### config.mk
export PLATFORM = sky130hd
export DESIGN_NAME = mem_bus_arbiter
export DESIGN_NICKNAME = d
export VERILOG_FILES = /design/src/rtl/mem_bus_arbiter.sv
export SDC_FILE = /design/constraint.sdc
export NUM_CORES = 1
export LEC_CHECK = 0
export CORE_UTILIZATION = 40
export DETAILED_ROUTE_END_ITERATION = 10
export GPL_TIMING_DRIVEN = 0
export MAX_ROUTING_LAYER = met4
export PLACE_DENSITY = 0.87
export SETUP_SLACK_MARGIN = 0.02
export SYNTH_ARGS = -nofsm -noshare
export SYNTH_HDL_FRONTEND = slang
export SYNTH_SLANG_ARGS = --single-unit
### constraint.sdc
create_clock -name clk_i -period 3.3 [get_ports clk_i]
set_clock_uncertainty 0.1 [all_clocks]
set_input_delay 0.33 -clock clk_i [delete_from_list [all_inputs] [get_ports clk_i]]
set_output_delay 0.33 -clock clk_i [all_outputs]
set_load 0.03 [all_outputs]
### src/rtl/mem_bus_arbiter.sv
// Two-master (fetch + LSU) arbiter onto one OBI-style memory port.
// Round-robin selection, stall lock, and an in-order ID FIFO for response routing.
module mem_bus_arbiter #(
    parameter int          MAX_OUTSTANDING = 2,
    parameter logic [31:0] NOP_INSTR       = 32'h0000_0013
) (
    input  logic        clk_i,
    input  logic        rst_ni,
    input  logic        instr_req_i,
    input  logic [31:0] instr_addr_i,
    output logic        instr_gnt_o,
    output logic        instr_rvalid_o,
    output logic [31:0] instr_rdata_o,
    output logic        instr_err_o,
    input  logic        data_req_i,
    input  logic        data_we_i,
    input  logic [3:0]  data_be_i,
    input  logic [31:0] data_addr_i,
    input  logic [31:0] data_wdata_i,
    output logic        data_gnt_o,
    output logic        data_rvalid_o,
    output logic [31:0] data_rdata_o,
    output logic        data_err_o,
    output logic        mem_req_o,
    output logic        mem_we_o,
    output logic [3:0]  mem_be_o,
    output logic [31:0] mem_addr_o,
    output logic [31:0] mem_wdata_o,
    input  logic        mem_gnt_i,
    input  logic        mem_rvalid_i,
    input  logic [31:0] mem_rdata_i,
    input  logic        mem_err_i
);
    localparam int PW = (MAX_OUTSTANDING > 1) ? $clog2(MAX_OUTSTANDING) : 1;
    localparam int CW = $clog2(MAX_OUTSTANDING + 1);

    typedef struct packed {
        logic        we;
        logic [3:0]  be;
        logic [31:0] addr;
        logic [31:0] wdata;
    } cmd_t;

    logic                       prio_data;
    logic                       lock;
    logic                       lock_sel;
    cmd_t                       lock_cmd;
    logic [MAX_OUTSTANDING-1:0] id_fifo;
    logic [PW-1:0]              wptr;
    logic [PW-1:0]              rptr;
    logic [CW-1:0]              count;

    logic full;
    logic sel_data;
    logic sel_req;
    logic grant;
    logic pop;
    logic head;
    cmd_t instr_cmd;
    cmd_t data_cmd;
    cmd_t cmd;

    always_comb begin
        full = (count == CW'(MAX_OUTSTANDING));
        if (lock)
            sel_data = lock_sel;
        else if (instr_req_i && data_req_i)
            sel_data = prio_data;
        else
            sel_data = data_req_i;
        sel_req   = sel_data ? data_req_i : instr_req_i;
        instr_cmd = {1'b0, 4'hF, instr_addr_i, 32'h0};
        data_cmd  = {data_we_i, data_be_i, data_addr_i, data_wdata_i};
        // A stalled command is replayed from the captured copy so the bus stays stable.
        cmd       = lock ? lock_cmd : (sel_data ? data_cmd : instr_cmd);
        mem_req_o = sel_req & ~full;
        grant     = mem_req_o & mem_gnt_i;
        pop       = mem_rvalid_i & (count != '0);
        head      = id_fifo[rptr];
    end

    assign mem_we_o    = cmd.we;
    assign mem_be_o    = cmd.be;
    assign mem_addr_o  = cmd.addr;
    assign mem_wdata_o = cmd.wdata;

    assign instr_gnt_o    = grant & ~sel_data;
    assign data_gnt_o     = grant & sel_data;
    assign instr_rvalid_o = pop & ~head;
    assign data_rvalid_o  = pop & head;
    assign instr_rdata_o  = instr_rvalid_o ? mem_rdata_i : NOP_INSTR;
    assign data_rdata_o   = data_rvalid_o ? mem_rdata_i : 32'h0;
    assign instr_err_o    = instr_rvalid_o & mem_err_i;
    assign data_err_o     = data_rvalid_o & mem_err_i;

    always_ff @(posedge clk_i or negedge rst_ni) begin
        if (!rst_ni) begin
            prio_data <= 1'b1;
            lock      <= 1'b0;
            lock_sel  <= 1'b0;
            lock_cmd  <= '0;
            id_fifo   <= '0;
            wptr      <= '0;
            rptr      <= '0;
            count     <= '0;
        end else begin
            lock <= mem_req_o & ~mem_gnt_i;
            if (mem_req_o && !mem_gnt_i) begin
                lock_sel <= sel_data;
                lock_cmd <= cmd;
            end
            if (grant) begin
                id_fifo[wptr] <= sel_data;
                wptr          <= (wptr == PW'(MAX_OUTSTANDING - 1)) ? '0 : wptr + PW'(1);
                prio_data     <= ~sel_data;
            end
            if (pop)
                rptr <= (rptr == PW'(MAX_OUTSTANDING - 1)) ? '0 : rptr + PW'(1);
            case ({grant, pop})
                2'b10:   count <= count + CW'(1);
                2'b01:   count <= count - CW'(1);
                default: count <= count;
            endcase
        end
    end
endmodule
## Yosys cells after proc, flatten, opt, wreduce, memory -nomap -nowiden

Cells that the tools add are included.

- Add/sub/neg operators: 4
- Order comparisons: 3
- Equality and inequality tests: 3
- Mux-type cells: 15
- Bitwise operators: 14
- Reductions and logical operators: 6

Operators by type and width:

| cell | count |
|---|---|
| 69-bit 2-to-1 mux | 2 |
| 32-bit 2-to-1 mux | 2 |
| 1-bit AND | 10 |
| 1-bit 2-to-1 mux | 8 |
| 2-bit == test, second input constant | 2 |
| 1-bit by 2-bit < comparator with 1-bit output, second input constant | 2 |
| 1-bit NOT | 4 |
| 2-bit case mux with 2 select lines | 1 |
| 2-bit nonzero test | 2 |
| 1-bit logical AND | 3 |
| 1-bit adder, second input constant | 2 |
| 2-bit by 1-bit adder with 2-bit output, second input constant | 1 |
| 2-bit bitwise mux | 1 |
| 2-bit by 1-bit == test with 1-bit output, second input constant | 1 |
| 2-bit by 1-bit subtractor with 2-bit output, second input constant | 1 |
| 1-bit demux with 1-bit select | 1 |
| 1-bit greater-or-equal comparator, second input constant | 1 |
| 1-bit zero test | 1 |

- Bits in registers: 78
- Bits of input ports: 140
- Output and inout bits: 140

## Longest topological paths before layout

Gate-level depths: netlist of the first run.

- Depth after elaboration: 8
- Gate-level depth with buffers: 7
- Gate-level depth less buffers: 7

## Worst setup path before layout of the first run

OpenSTA, ideal clock, no wires.

- Kind: reg2out
- From: register rptr
- To: output port instr_rdata_o[22]
- Arrival: 1.696 ns
- Required time: 2.870 ns
- Slack: 1.174 ns
- Cell stages (with the launch flop): 5
- Path buffers: 1
- Path through: dfrtp_1 -> mux2i_1 -> nor2b_1 -> clkbuf_1 -> and2_1

- Cells in the longest elaborated chain, start to end: 5

RTL lines:

| element | RTL line | source |
|---|---|---|
| from (decl) | 50 | `logic [PW-1:0] rptr;` |
| from (signal assigned) | 118 | `rptr <= (rptr == PW'(MAX_OUTSTANDING - 1)) ? '0 : rptr + PW'(1);` |
| 1-bit 2-to-1 mux (implied by the code) (2 in series) | 79 | `head = id_fifo[rptr];` |
| 1-bit NOT | 89 | `assign instr_rvalid_o = pop & ~head;` |
| 1-bit AND | 89 |  |
| named net instr_rvalid_o | 12 | `output logic instr_rvalid_o,` |
| 32-bit 2-to-1 mux | 91 | `assign instr_rdata_o = instr_rvalid_o ? mem_rdata_i : NOP_INSTR;` |
| to (decl) | 13 | `output logic [31:0] instr_rdata_o,` |

The timed path passes the listed nets, and every way through them passes these cells. The select of a mux whose other input is x is not followed.

## Worst setup path in the final report of the first run

- From: input port instr_req_i
- To: output port mem_addr_o[18]

- Cells in the longest elaborated chain, start to end: 5

RTL lines:

| element | RTL line | source |
|---|---|---|
| from (decl) | 9 | `input logic instr_req_i,` |
| 1-bit logical AND | 67 | `else if (instr_req_i && data_req_i)` |
| 1-bit 2-to-1 mux | 67 |  |
| 1-bit 2-to-1 mux | 65 | `if (lock)` |
| 69-bit 2-to-1 mux (2 in series) | 75 | `cmd = lock ? lock_cmd : (sel_data ? data_cmd : instr_cmd);` |
| to (decl) | 27 | `output logic [31:0] mem_addr_o,` |

No other way between the ends.

==> results of run 1 <==
[layer usage]
metal | GRT usage [%] | up-vias | wire length (um)
li1 | - | 2044 | -
met1 | 27.9 | 2140 | 5500
met2 | 46.5 | 196 | 7780
met3 | 5.02 | 36 | 1080
met4 | 12.9 | 0 | 524
met5 | - | - | 0
[state kept, by name, summed over array words and instances, names as in the netlist]
register,flops
id_fifo,2
count,2
lock,1
prio_data,1
lock_sel,1
lock_cmd,69
wptr,1
rptr,1
[layout by cell type (no fill, tap or decap), drive strengths merged, types with 4 or more instances in the layout]
master         Yosys  routed
clkdlybuf4s50      0     272
mux2              98      98
dfrtp             77      77
and2              63      63
a22o              33      33
a32o              33      33
clkbuf            15      28
buf               22      22
inv                6       6
nand2b             6       6
dlymetal6s2s       0       5
nor2               4       4
a2bb2oi            4       4
xnor2              4       4
o32a               4       4
o21ai              4       4
[worst reg2reg max path: stages (launching register included)]
cell and delay (ns):
sky130_fd_sc_hd__dfrtp_1 0.41, sky130_fd_sc_hd__a21boi_1 0.20, sky130_fd_sc_hd__o21ai_1 0.16, sky130_fd_sc_hd__nor3_4 0.38, sky130_fd_sc_hd__buf_4 0.29, sky130_fd_sc_hd__mux2_2 0.38
[worst max-delay path by stage]
| stage | startpoint | to | cells after the start |
|---|---|---|---|
| after floorplan | rptr$_DFFE_PN0P_ | instr_rdata_o[22] | 4 |
| after global placement | rst_ni | lock_cmd[54]$_DFFE_PN0P_ | 1 |
| after detailed placement | instr_req_i | mem_addr_o[30] | 7 |
| after CTS | instr_req_i | mem_addr_o[11] | 7 |
| after global routing | prio_data$_DFFE_PN1N_ | mem_wdata_o[22] | 7 |
| final | instr_req_i | mem_addr_o[18] | 7 |
[power breakdown]
group / total (mW) / internal [mW] / switching [mW] / leakage, nW
Combinational: 3.76 / 1.78 / 1.98 / 2.17
Sequential: 1.67 / 1.41 / 0.253 / 0.962
Clock: 0.966 / 0.599 / 0.367 / 0.141
[cell families after synthesis]
family	after synthesis	synth area share, %
XOR/XNOR	5	0.952
multiplexers	99	24.2
flip-flops	78	42.5
adder cells (fa/ha/maj)	1	0.272
AND/OR/NAND/NOR	82	11.3
buffers and inverters	43	4.22
AO/OA/AOI/OAI	84	16.5
[repair_timing]
item / CTS / global route
setup endpoints to repair: 1 / 10
gates resized for setup: 1 / 7
endpoints found under the hold margin: 13 / 0
setup buffers: 0 / 0
hold buffers: 1 / 0
[final cells by class]
cell class              instances  area, um^2  area share [%]
flip-flops and latches         78        1950            24.7
multi-input cells             271        2450            31.0
inverters                       6        22.5           0.285
repair buffers                280        2830            35.8
diodes                          1        2.50          0.0317
clock buffers                  11         243            3.07
clock inverters                 4        47.5           0.602
plain buffers                  37         179            2.26
well taps                     140         175            2.22
==> reports/summary.log, run 1 <==
INFO  worst_setup_path worst_r2r_startpoint=lock$_DFF_PN0_
INFO  placed_design  placed_cell_area=7580um^2
INFO  cells_and_area finalNetCount=824
INFO  global_route   grt_pass1_vias=4514
INFO  worst_setup_path critPathTopFamily=buffers and inverters
INFO  detailed_routing antenna_left=0
INFO  worst_setup_path r2r_cells=5
INFO  clock_network  numClockSinks=78
INFO  worst_setup_path critPathMaxStageDelay=0.63ns
INFO  clock_network  longest_clk_path_bufs=2
INFO  pwr            total_leakage_power=3.28nW
INFO  cells_and_area layout-drive-gt1-share=20.4%
INFO  timing         achievable-frequency=0.316GHz
INFO  yosys          synth_enable_flop_cells=0
INFO  placed_design  globalplace.congestion=0.819
INFO  pwr            power.density_cell_area=809nW/um^2
INFO  timing         timing.hold.ws=0.244ns
INFO  worst_setup_path arrival=2.74ns
INFO  detailed_routing number_of_remaining_drc_errors=0
INFO  clock_network  clock_tree.htree_level_count=3
INFO  detailed_routing detailedRoute.firstPassIterationCount=4
INFO  hold_path      min-delay-path-class=primary input to flop
INFO  global_route   antenna_found_initial=1
INFO  global_route   grt_pass1_wl=23.0mm
INFO  yosys          ys_flop_type=sky130_fd_sc_hd__dfrtp_1
INFO  worst_setup_path crit_buf_inv=3
INFO  placed_design  place_ws=0.0266ns
INFO  detailed_routing routed_wirelength=14.9mm
INFO  floorplan      die-area=11900um^2
INFO  worst_setup_path cp-end-kind=output port
INFO  detailed_routing average_wire_length_per_cell_after_detail_routing=18.0um
INFO  yosys          yosys.cell_types.count=37
INFO  placed_design  port_buffers=278
INFO  yosys          post_synth_instance_area=4600um^2
INFO  worst_setup_path critical-path-slowest-cell=sky130_fd_sc_hd__clkdlybuf4s50_1
INFO  status         status=completed
INFO  detailed_routing detailroute.via_count=4416
INFO  clock_network  tritoncts=done
INFO  hold_path      timing.hold.worst.start=mem_gnt_i
INFO  timing         rsz0062_at_grt=false
INFO  cells_and_area stdcell_count=828
INFO  timing         final-hold-violation-count=0
INFO  yosys          synth-warning-count=0
INFO  cells_and_area final_core_util=71.7%
INFO  clock_network  clock_tree.root_cell=sky130_fd_sc_hd__clkbuf_16
INFO  floorplan      placeableCoreArea=11000um^2
INFO  yosys          synth_top_area_share=41.9%
INFO  timing         count_of_pins_over_their_slew_limit=0
INFO  worst_setup_path critical_path.max_fanout=10
INFO  yosys          synthArstFlopShare=100%
INFO  clock_network  clk_transition_reported_paths=0.05ns
INFO  timing         finalSetupViolations=0
INFO  floorplan      fp-row-count=38
INFO  hold_path      whs_path_depth=2
INFO  floorplan      io_pins=280
INFO  worst_setup_path worst-r2r-setup-slack=1.26ns
INFO  clock_network  cts_made_buffers=9
INFO  worst_setup_path sort_of_element_at_the_start_of_the_critical_path=primary input
INFO  placed_design  dp_hpwl=11.9mm
INFO  yosys          synth_area_leader_cell=sky130_fd_sc_hd__dfrtp_1
INFO  worst_setup_path cp_cell_sequence=clkdlybuf4s50_1, nand2b_1, nand2_1, clkbuf_4, mux2_2, mux2_2, clkdlybuf4s50_1
INFO  timing         min_period_over_period=96.0%
INFO  global_route   grt_use_total=26.2%
INFO  yosys          synth_nets=533
INFO  cells_and_area flow.area_growth_from_synthesis=71.9%
INFO  clock_network  clock_insertion_delay_worst_skew=0.33ns
INFO  hold_path      hold_path_end=id_fifo[1]$_DFFE_PN0P_
INFO  cells_and_area post-route-cell-area=7900um^2
INFO  worst_setup_path setup_cp_type=primary input to output port
INFO  cells_and_area final.fill_count=814
INFO  worst_setup_path rr_endpoint=lock_cmd[43]$_DFFE_PN0P_
INFO  yosys          ys_seq_elements=78
INFO  floorplan      starting_density_of_the_core=41.7%
INFO  yosys          synth.avg_cell_area=11.7um^2
INFO  floorplan      die_h=109um
INFO  pwr            p_total=6.39mW
INFO  timing         max_slew_headroom_at_the_worst_pin=63.2%
INFO  placed_design  dp_cells=811
INFO  detailed_routing avgViaCountPerCell=5.33
INFO  timing         min_period=3.17ns
INFO  yosys          synthMostInstantiatedCell=sky130_fd_sc_hd__mux2_2
INFO  global_route   global_route.overflow_total=0
INFO  timing         fin_tns_setup=0ns
INFO  global_route   grt_max_degree=66
INFO  detailed_routing detail_route.iter0.violations=236
INFO  worst_setup_path required=2.87ns
INFO  yosys          yosys-top-cells-area=sky130_fd_sc_hd__dfrtp_1 (42%), sky130_fd_sc_hd__mux2_2 (24%), sky130_fd_sc_hd__and2_1 (8.6%)
INFO  yosys          synthTopCellsByCount=sky130_fd_sc_hd__mux2_2 (98), sky130_fd_sc_hd__dfrtp_1 (77), sky130_fd_sc_hd__and2_1 (63)
INFO  pwr            vdd_drop_max=0.520mV
INFO  yosys          postSynthCellCount=392
INFO  timing         postLayoutSetupSlackWorst=0.131ns
INFO  job            drv_cap=0
INFO  floorplan      die_w=109um
INFO  timing         transition_time_of_the_tightest_slew_check_pin=0.551ns
INFO  yosys          post_synthesis_sequential_area_ratio=42.5%
No activity file was read; power rests on OpenSTA's default activity.
==> run 2, diff against run 1 <==
--- a/config.mk
+++ b/config.mk
@@ -6,6 +6,7 @@
 export NUM_CORES = 1
 export LEC_CHECK = 0
 export CORE_UTILIZATION = 40
+export CTS_BUF_LIST = sky130_fd_sc_hd__clkbuf_8
 export DETAILED_ROUTE_END_ITERATION = 10
 export GPL_TIMING_DRIVEN = 0
 export MAX_ROUTING_LAYER = met4
==> run 2 against run 1 <==
  * Routed wire length about the same
  * Register-to-register slack better by 0.02 ns
  * Critical endpoint unchanged
  * Core utilization down 0.44 points
  * Sequential power about the same
  * Combinational power about the same
==> reports/summary.log, run 2 (same netlist as run 1, synthesis figures left out) <==
INFO  floorplan      die_h=109um [unchanged]
INFO  worst_setup_path sort_of_element_at_the_start_of_the_critical_path=primary input [unchanged]
INFO  worst_setup_path arrival=2.75ns [was 2.74 ns]
INFO  worst_setup_path critPathMaxStageDelay=0.63ns [about the same]
INFO  cells_and_area layout-drive-gt1-share=20.4% [unchanged]
INFO  timing         min_period=3.18ns [was 3.17 ns]
INFO  detailed_routing detailroute.via_count=4395 [was 4416]
INFO  cells_and_area flow.area_growth_from_synthesis=70.8% [was 71.9%]
INFO  detailed_routing average_wire_length_per_cell_after_detail_routing=18.0um [about the same]
INFO  placed_design  dp_hpwl=11.9mm [unchanged]
INFO  cells_and_area finalNetCount=824 [unchanged]
INFO  worst_setup_path crit_buf_inv=3 [unchanged]
INFO  clock_network  clock_tree.root_cell=sky130_fd_sc_hd__clkbuf_8 [was sky130_fd_sc_hd__clkbuf_16]
INFO  cells_and_area biggest_regs=lock_cmd x69, count x2, id_fifo x2 [unchanged]
INFO  floorplan      starting_density_of_the_core=41.7% [unchanged]
INFO  clock_network  clock_tree.htree_level_count=3 [unchanged]
INFO  timing         transition_time_of_the_tightest_slew_check_pin=0.555ns [was 0.551 ns]
INFO  placed_design  dp_cells=811 [unchanged]
INFO  global_route   grt_use_total=26.1% [was 26.2%]
INFO  global_route   antenna_found_initial=0 [was 1]
INFO  cells_and_area num_antenna_cells=0 [was 1]
INFO  floorplan      die-area=11900um^2 [unchanged]
INFO  worst_setup_path required=2.87ns [about the same]
INFO  cells_and_area stdcell_count=827 [was 828]
INFO  worst_setup_path worst-r2r-setup-slack=1.28ns [was 1.26 ns]
INFO  clock_network  clk_transition_reported_paths=0.07ns [was 0.05 ns]
INFO  global_route   grt_pass1_vias=4521 [was 4514]
INFO  floorplan      placeableCoreArea=11000um^2 [unchanged]
INFO  timing         min_period_over_period=96.3% [was 96.0%]
INFO  worst_setup_path cp_cell_sequence=clkdlybuf4s50_1, nand2b_1, nand2_1, buf_2, mux2_2, mux2_2, clkdlybuf4s50_1 [was clkdlybuf4s50_1, nand2b_1, nand2_1, clkbuf_4, mux2_2, mux2_2, clkdlybuf4s50_1]
INFO  cells_and_area final.fill_count=820 [was 814]
INFO  worst_setup_path setup_cp_type=primary input to output port [unchanged]
INFO  detailed_routing detailedRoute.firstPassIterationCount=5 [was 4]
INFO  clock_network  clock_insertion_delay_worst_skew=0.34ns [was 0.33 ns]
INFO  floorplan      die_w=109um [unchanged]
INFO  worst_setup_path critPathTopFamily=buffers and inverters [unchanged]
INFO  timing         rsz0062_at_grt=true [was false]
INFO  detailed_routing detail_route.iter0.violations=285 [was 236]
INFO  detailed_routing routed_wirelength=14.9mm [about the same]
INFO  cells_and_area layout.area.seq=1950um^2 [unchanged]
INFO  timing         max_slew_headroom_at_the_worst_pin=63.0% [was 63.2%]
INFO  clock_network  longest_clk_path_bufs=2 [unchanged]
INFO  placed_design  port_buffers=278 [unchanged]
INFO  cells_and_area multi_input_comb_area=2450um^2 [unchanged]
INFO  cells_and_area most-common-layout-cells=sky130_fd_sc_hd__clkdlybuf4s50_1 (248), sky130_fd_sc_hd__mux2_2 (98), sky130_fd_sc_hd__dfrtp_1 (77) [was sky130_fd_sc_hd__clkdlybuf4s50_1 (272), sky130_fd_sc_hd__mux2_2 (98), sky130_fd_sc_hd__dfrtp_1 (77)]
INFO  cells_and_area leading_cell_type_in_the_layout_fill_and_taps_excluded=sky130_fd_sc_hd__clkdlybuf4s50_1 [unchanged]
INFO  pwr            vdd_drop_max=0.498mV [was 0.520 mV]
INFO  timing         final-hold-violation-count=0 [unchanged]
INFO  cells_and_area final_core_util=71.2% [was 71.7%]
INFO  worst_setup_path critical-path-slowest-cell=sky130_fd_sc_hd__clkdlybuf4s50_1 [unchanged]
INFO  status         status=completed [unchanged]
INFO  timing         achievable-frequency=0.315GHz [was 0.316 GHz]
INFO  cells_and_area number_of_flip_flops_under_the_largest_register_name=69 [unchanged]
INFO  timing         count_of_pins_over_their_slew_limit=0 [unchanged]
INFO  timing         finalSetupViolations=0 [unchanged]
INFO  detailed_routing avgViaCountPerCell=5.31 [was 5.33]
INFO  placed_design  placed_cell_area=7580um^2 [unchanged]
INFO  worst_setup_path cp-end-kind=output port [unchanged]
INFO  global_route   grt_max_degree=66 [unchanged]
INFO  clock_network  cts_made_buffers=9 [unchanged]
INFO  detailed_routing number_of_remaining_drc_errors=0 [unchanged]
INFO  cells_and_area post-route-cell-area=7860um^2 [was 7900 um^2]
INFO  clock_network  numClockSinks=78 [unchanged]
INFO  job            drv_cap=0 [unchanged]
INFO  worst_setup_path critical_path.max_fanout=10 [unchanged]
INFO  pwr            power.density_cell_area=777nW/um^2 [was 809 nW/um^2]
INFO  detailed_routing antenna_left=0 [unchanged]
INFO  cells_and_area largest_register=lock_cmd [unchanged]
INFO  hold_path      min-delay-path-class=primary input to flop [unchanged]
INFO  floorplan      fp-row-count=38 [unchanged]
INFO  global_route   global_route.overflow_total=0 [unchanged]
INFO  clock_network  tritoncts=done [unchanged]
INFO  placed_design  globalplace.congestion=0.819 [unchanged]
INFO  global_route   grt_pass1_wl=22.9mm [was 23.0 mm]
INFO  floorplan      io_pins=280 [unchanged]
INFO  pwr            total_leakage_power=3.60nW [was 3.28 nW]
run 2: worst paths after layout:
kind | to | from | cells past startpoint
setup / recovery | mem_addr_o[18] | instr_req_i | 7
hold / removal | id_fifo[1]$_DFFE_PN0P_ | mem_gnt_i | 2
setup reg to reg | lock_cmd[43]$_DFFE_PN0P_ | lock$_DFF_PN0_ | 5
hold reg to reg | rptr$_DFFE_PN0P_ | rptr$_DFFE_PN0P_ | 1
max in group asynchronous | prio_data$_DFFE_PN1N_ | rst_ni | 3
min in group asynchronous | lock_cmd[8]$_DFFE_PN0P_ | rst_ni | 2
run 2: layout make-up:
cell class | instances | area share [%]
buffer | 37 | 2.21
clock buffer | 10 | 1.75
clock inverter | 5 | 0.653
inverter | 6 | 0.287
multi-input combinational | 271 | 31.2
sequential | 78 | 24.9
tap | 140 | 2.23
timing repair buffer | 280 | 36.8
run 2: routing by layer:
layer,GRT usage (%),vias up,part of all wire [%]
li1,-,2040,-
met1,28.0,2118,36
met2,46.6,208,53
met3,5.08,29,7.6
met4,11.0,0,3.1
met5,-,-,0
run 2: report_power, final:
part / internal [mW] / switching, mW / total [mW]
sequential: 1.41 / 0.251 / 1.66
combinational: 1.77 / 1.98 / 3.74
clock: 0.361 / 0.336 / 0.697
total: 3.54 / 2.56 / 6.10
run 2: worst register-to-register path, delay by kind of cell, from the launching register on:
kind                   cells  cell delay, ns
AO/OA/AOI/OAI              2            0.34
AND/OR/NAND/NOR            1            0.39
buffers and inverters      1            0.29
multiplexers               1            0.37
flip-flops                 1            0.41
run 2: timing repair:
item / CTS / global route
setup endpoints to repair: 1 / 33
buffers inserted: 0 / 0
gates cloned: 0 / 0
resized for setup: 1 / 29
hold endpoints to repair: 13 / 0
hold buffers: 1 / 0
run 2: through the flow:
| stage | hold WS (ns) | worst slack, ns | total power, mW | TNS (ns) |
|---|---|---|---|---|
| after floorplan | -0.0656 | 1.17 | 3.97 | 0 |
| after global placement | 0.374 | -0.850 | 5.32 | -64.90 |
| after detailed placement | 0.108 | 0.0266 | 5.44 | 0 |
| after CTS | 0.218 | 0.0697 | 6.16 | 0 |
| after global routing | 0.248 | 0.00165 | 6.46 | 0 |
| final | 0.234 | 0.123 | 6.10 | 0 |
